`src/rtl/rseq_sequencer.sv`:
```
// Micro-op sequencer: walks a combinational micro-code ROM from a per-type entry
// address and hands registered micro-op words to a consumer with valid/ready flow control.
module rseq_sequencer #(
    parameter int DATA_W = 128,
    parameter int ADDR_W = 5,
    parameter int SEQ_W  = 2
) (
    input  logic              clk,
    input  logic              rst_n,
    input  logic              start_valid,
    input  logic [SEQ_W-1:0]  start_type,
    output logic              start_ready,
    input  logic              flush,
    output logic [ADDR_W-1:0] rom_addr,
    output logic              rom_oe,
    input  logic [DATA_W-1:0] rom_data,
    output logic              uop_valid,
    output logic [DATA_W-1:0] uop_data,
    input  logic              uop_ready,
    output logic              busy,
    output logic              seq_done,
    output logic              overrun
);

    localparam logic [1:0] IDLE = 2'd0;
    localparam logic [1:0] RUN  = 2'd1;
    localparam logic [1:0] TAIL = 2'd2;

    localparam logic [ADDR_W-1:0] UPC_TOP = '1;

    logic [1:0]        state;
    logic [ADDR_W-1:0] upc;
    logic [ADDR_W-1:0] entry_addr;
    logic [DATA_W-1:0] cap_word;
    logic              start_accept;
    logic              consume;
    logic              capture;
    logic              at_top;
    logic              cap_last;

    assign start_ready  = (state == IDLE) && !flush;
    assign start_accept = start_valid && start_ready;
    assign consume      = uop_valid && uop_ready;
    assign capture      = (state == RUN) && (!uop_valid || uop_ready) && !flush;
    assign at_top       = (upc == UPC_TOP);
    assign cap_last     = rom_data[DATA_W-1];
    assign entry_addr   = ADDR_W'(start_type) << (ADDR_W - SEQ_W);

    assign rom_oe   = (state == RUN);
    assign rom_addr = rom_oe ? upc : '0;
    assign busy     = (state != IDLE);
    assign seq_done = (state == TAIL) && consume && !flush;

    // A word captured at the top address is terminated artificially so the
    // consumer still sees a properly closed sequence.
    always_comb begin
        // NOTE: default first so every path assigns cap_word and no latch is inferred.
        cap_word             = rom_data;
        cap_word[DATA_W-1]   = rom_data[DATA_W-1] | at_top;
    end

    // NOTE: state registers use non-blocking assignments so all flops update together at the edge.
    always_ff @(posedge clk or negedge rst_n) begin
        if (!rst_n) begin
            state     <= IDLE;
            upc       <= '0;
            uop_valid <= 1'b0;
            uop_data  <= '0;
            overrun   <= 1'b0;
        end else if (flush) begin
            state     <= IDLE;
            uop_valid <= 1'b0;
        end else begin
            case (state)
                IDLE: begin
                    if (consume) uop_valid <= 1'b0;
                    if (start_accept) begin
                        upc     <= entry_addr;
                        overrun <= 1'b0;
                        state   <= RUN;
                    end
                end
                RUN: begin
                    if (capture) begin
                        uop_data  <= cap_word;
                        uop_valid <= 1'b1;
                        // upc saturates at the top so a runaway sequence never wraps to 0.
                        if (!at_top) upc <= upc + 1'b1;
                        if (at_top && !cap_last) overrun <= 1'b1;
                        if (at_top || cap_last) state <= TAIL;
                    end
                end
                TAIL: begin
                    if (consume) begin
                        uop_valid <= 1'b0;
                        state     <= IDLE;
                    end
                end
                default: state <= IDLE;
            endcase
        end
    end

endmodule

```
`config.mk`:
```
export PLATFORM = sky130hd
export DESIGN_NAME = rseq_sequencer
export DESIGN_NICKNAME = d
export VERILOG_FILES = /design/src/rtl/rseq_sequencer.sv
export SDC_FILE = /design/constraint.sdc
export NUM_CORES = 1
export LEC_CHECK = 0
export ABC_AREA = 1
export CORE_MARGIN = 4
export CORE_UTILIZATION = 40
export DETAILED_ROUTE_END_ITERATION = 10
export PLACE_DENSITY = 0.8
export SLEW_MARGIN = 20
export SYNTH_ARGS = -nofsm -noshare
export SYNTH_HDL_FRONTEND = slang
export SYNTH_SLANG_ARGS = --single-unit
```
`constraint.sdc`:
```
create_clock -name clk -period 2 [get_ports clk]
set_clock_uncertainty 0.05 [all_clocks]
set_input_delay 0.4 -clock clk [delete_from_list [all_inputs] [get_ports clk]]
set_output_delay 0.4 -clock clk [all_outputs]
set_load 0.005 [all_outputs]
```
==> results.py <==
metrics = {
    "detailed_routing": {
        "drc": 0,
        "wl_per_cell_um": 14.5,
        "vias": 5028,
        "drt_pass1_iterations": 4,
        "antenna_left": 0,
        "avgViaCountPerCell": 4.56,
        "drtIter0Drc": 301,
        "routed_wl_um": 16000,
    },
    "cts": {
        "cts_tree": "yes",
        "clk_latency_ns": 0.40,
        "clock-sinks": 137,
        "root_buffer": "clkbuf_16",
        "cts_buffer_depth": 2,
        "htree_levels": 4,
        "clkSlewWorstSetupHoldPaths_ns": 0.06,
        "cts_buffers": 17,
    },
    "critical_path": {
        "crit_family": "buffers and inverters",
        "slowest_delay_ns": 0.37,
        "reg2reg_setup_slack_ns": 0.30,
        "path_cells": "inv_2, buf_4, nor4_1, clkdlybuf4s15_1",
        "cp-end-kind": "primary output",
        "setup.worst_path.start_class": "flop",
        "reg2reg_depth": 10,
        "worstReg2RegEnd": "upc[2]$_DFFE_PN0P_",
        "crit_fanout": 4,
        "crit_slowest_cell": "dfrtp_1",
        "r2r-start": "upc[1]$_DFFE_PN0P_",
        "cp.arrival_ns": 1.44,
        "worstPathRequired_ns": 1.55,
        "critical_path_buf_inv_count": 3,
        "setup.worst_path.class": "flop to primary output",
    },
    "timing": {
        "finalCritPeriodShare_pct": 94.6,
        "slew_violations": 0,
        "timing.final.crit_period_ns": 1.89,
        "worst_pin_slew_ns": 0.405,
        "tns_ns": 0,
        "holdWs_ns": 0.425,
        "fmax_mhz": 529,
        "finalHoldViolCount": 0,
        "slew_headroom_pct": 73.0,
        "rsz0062_at_grt": "no",
        "worst_slack_ns": 0.109,
        "setup_viol_count_final": 0,
    },
    "synthesis": {
        "ys_seq_area_share_pct": 63.1,
        "synth_area_um2": 5430,
        "syn_nets": 762,
        "syn_avg_cell_area_um2": 8.69,
        "yosysWarnings": 0,
        "synthCells": 625,
        "yosysUniqueCellTypes": 20,
        "ys_seq_elements": 137,
    },
    "global_route": {
        "grt_pass1_wl_um": 26100,
        "grt_max_degree": 72,
        "met3_usage_pct": 7.68,
        "antenna_found_initial": 0,
        "grt_util_all_layers_pct": 20.9,
        "grt_overflow": 0,
        "groute.layer.met1.usage_pct": 23.8,
        "grt-busiest-layer": "met2",
        "grt_use_met2_pct": 34.7,
        "grt_pass1_vias": 5237,
    },
    "cells_and_area": {
        "fin_cells": 1102,
        "layout.nets": 1050,
        "drive_gt1_share_pct": 6.80,
        "multi_input_area_um2": 1750,
        "diodes": 0,
        "fillers": 1025,
        "register_area_um2": 3430,
        "syn_to_final_growth_pct": 66.5,
        "finalInstanceArea_um2": 9040,
        "post-route-util_pct": 68.0,
    },
    "hold_path": {
        "min_path_type": "flop to flop",
        "hold_depth": 2,
        "min_from": "uop_data[15]$_DFFE_PN0P_",
        "hold_end": "uop_data[15]$_DFFE_PN0P_",
    },
    "floorplanning": {
        "row_count": 42,
        "coreArea_um2": 13300,
        "die_area_um2": 15500,
        "start_util_pct": 40.9,
        "die_height_um": 125,
        "io_pins": 274,
        "die_w_um": 125,
    },
    "outcome": {
        "status": "finished, final reports clean",
    },
    "place": {
        "port_buffers": 273,
        "place_inst": 1062,
        "post-dp-hpwl_um": 11500,
        "place_congestion": 0.864,
        "placement.setup.worst_slack_ns": -0.113,
        "place_area_um2": 8380,
    },
    "pwr": {
        "p_per_area_nw_per_um2": 1290,
        "leakagePower_nw": 4.51,
        "peakVddDrop_uv": 727,
        "total_power_mw": 11.7,
    },
    "job": {
        "cap_violations": 0,
    },
}
## worst max-delay path by stage
| stage | cells past startpoint | endpoint | start | slack [ns] |
|---|---|---|---|---|
| after detailed placement | 5 | start_ready | flush | -0.11 |
| after floorplan | 10 | upc[3]$_DFFE_PN0P_ | upc[0]$_DFFE_PN0P_ | 0.52 |
| after global routing | 4 | seq_done | state[1]$_DFFE_PN0P_ | 0.005 |
| after global placement | 4 | seq_done | uop_ready | -0.10 |
| final | 4 | seq_done | state[1]$_DFFE_PN0P_ | 0.11 |
| after CTS | 5 | start_ready | state[0]$_DFFE_PN0P_ | 0.005 |
## state kept, by name, indices dropped and copies added, names as in the netlist
| signal | count |
|---|---|
| uop_valid | 1 |
| uop_data | 128 |
| state | 2 |
| overrun | 1 |
| upc | 5 |
## cell usage in the layout, fill, tap and decap left out, types with 2 or more instances in the layout
cell type	n
ha_1	2
inv_2	2
clkbuf_8	2
clkdlybuf4s50_1	263
clkinv_2	4
dlygate4sd2_1	8
nor2_1	10
clkbuf_16	17
dfrtp_1	137
bufinv_16	3
nand2_1	415
clkinvlp_4	4
inv_1	11
nor2_2	2
nand3_1	8
buf_12	6
buf_4	17
## cell type report
type / instances / share of cell area (%)
Timing Repair Buffer: 297 / 33.0
Sequential cell: 137 / 37.9
Tap cell: 176 / 2.43
Clock inverter: 12 / 1.65
Clock buffer: 20 / 5.05
Inverter: 14 / 0.609
Multi-Input combinational cell: 446 / 19.4
## synthesized netlist by cell type
cell type | number | share of area (%)
nand3_2 | 1 | 0.18
nand3_1 | 8 | 0.74
buf_4 | 3 | 0.41
buf_2 | 13 | 1.2
nand4_1 | 1 | 0.12
clkbuf_1 | 1 | 0.069
nand2_1 | 415 | 29
a21oi_1 | 1 | 0.092
nor2_4 | 1 | 0.21
nor4_1 | 1 | 0.12
nand2_2 | 1 | 0.12
nand3b_1 | 1 | 0.14
inv_1 | 12 | 0.83
nor3b_1 | 1 | 0.14
a211oi_1 | 1 | 0.14
dfrtp_1 | 137 | 63
ha_1 | 2 | 0.46
inv_2 | 2 | 0.14
nor2_1 | 12 | 0.83
buf_6 | 11 | 2.3
## what timing repair did
item	4_1_cts	5_1_grt
hold endpoints to repair	37	0
hold buffers	1	0
pin swaps	1	0
setup endpoints to repair	9	2
gates resized for setup	12	2
setup buffers	6	1
## power by group
| part | internal [mW] | total (mW) | switching (mW) |
|---|---|---|---|
| sequential | 3.85 | 4.44 | 0.595 |
| combinational | 2.54 | 4.09 | 1.55 |
| clock | 2.02 | 3.17 | 1.15 |
| total | 8.41 | 11.7 | 3.29 |
## metal layers
metal | vias up | share of wire [%]
met5 | - | 0
met4 | 0 | 3.5
met3 | 40 | 7.9
met2 | 218 | 48
met1 | 2308 | 40
li1 | 2462 | -
## kinds of logic (layout without fill, tap and decap cells)
family | after synthesis | in the layout | share of synthesized area (%)
buf+inv | 42 | 343 | 4.93
compound gates | 2 | 2 | 0.230
simple gates | 442 | 442 | 31.3
flops | 137 | 137 | 63.1
fa+ha+maj | 2 | 2 | 0.461
## worst min-delay path, delay by kind of cell (launching register included)
family | cells | cell delay, ns
DFF | 1 | 0.34
and+or+nand+nor | 2 | 0.10
Note: power is estimated with default switching activity, not from simulation.
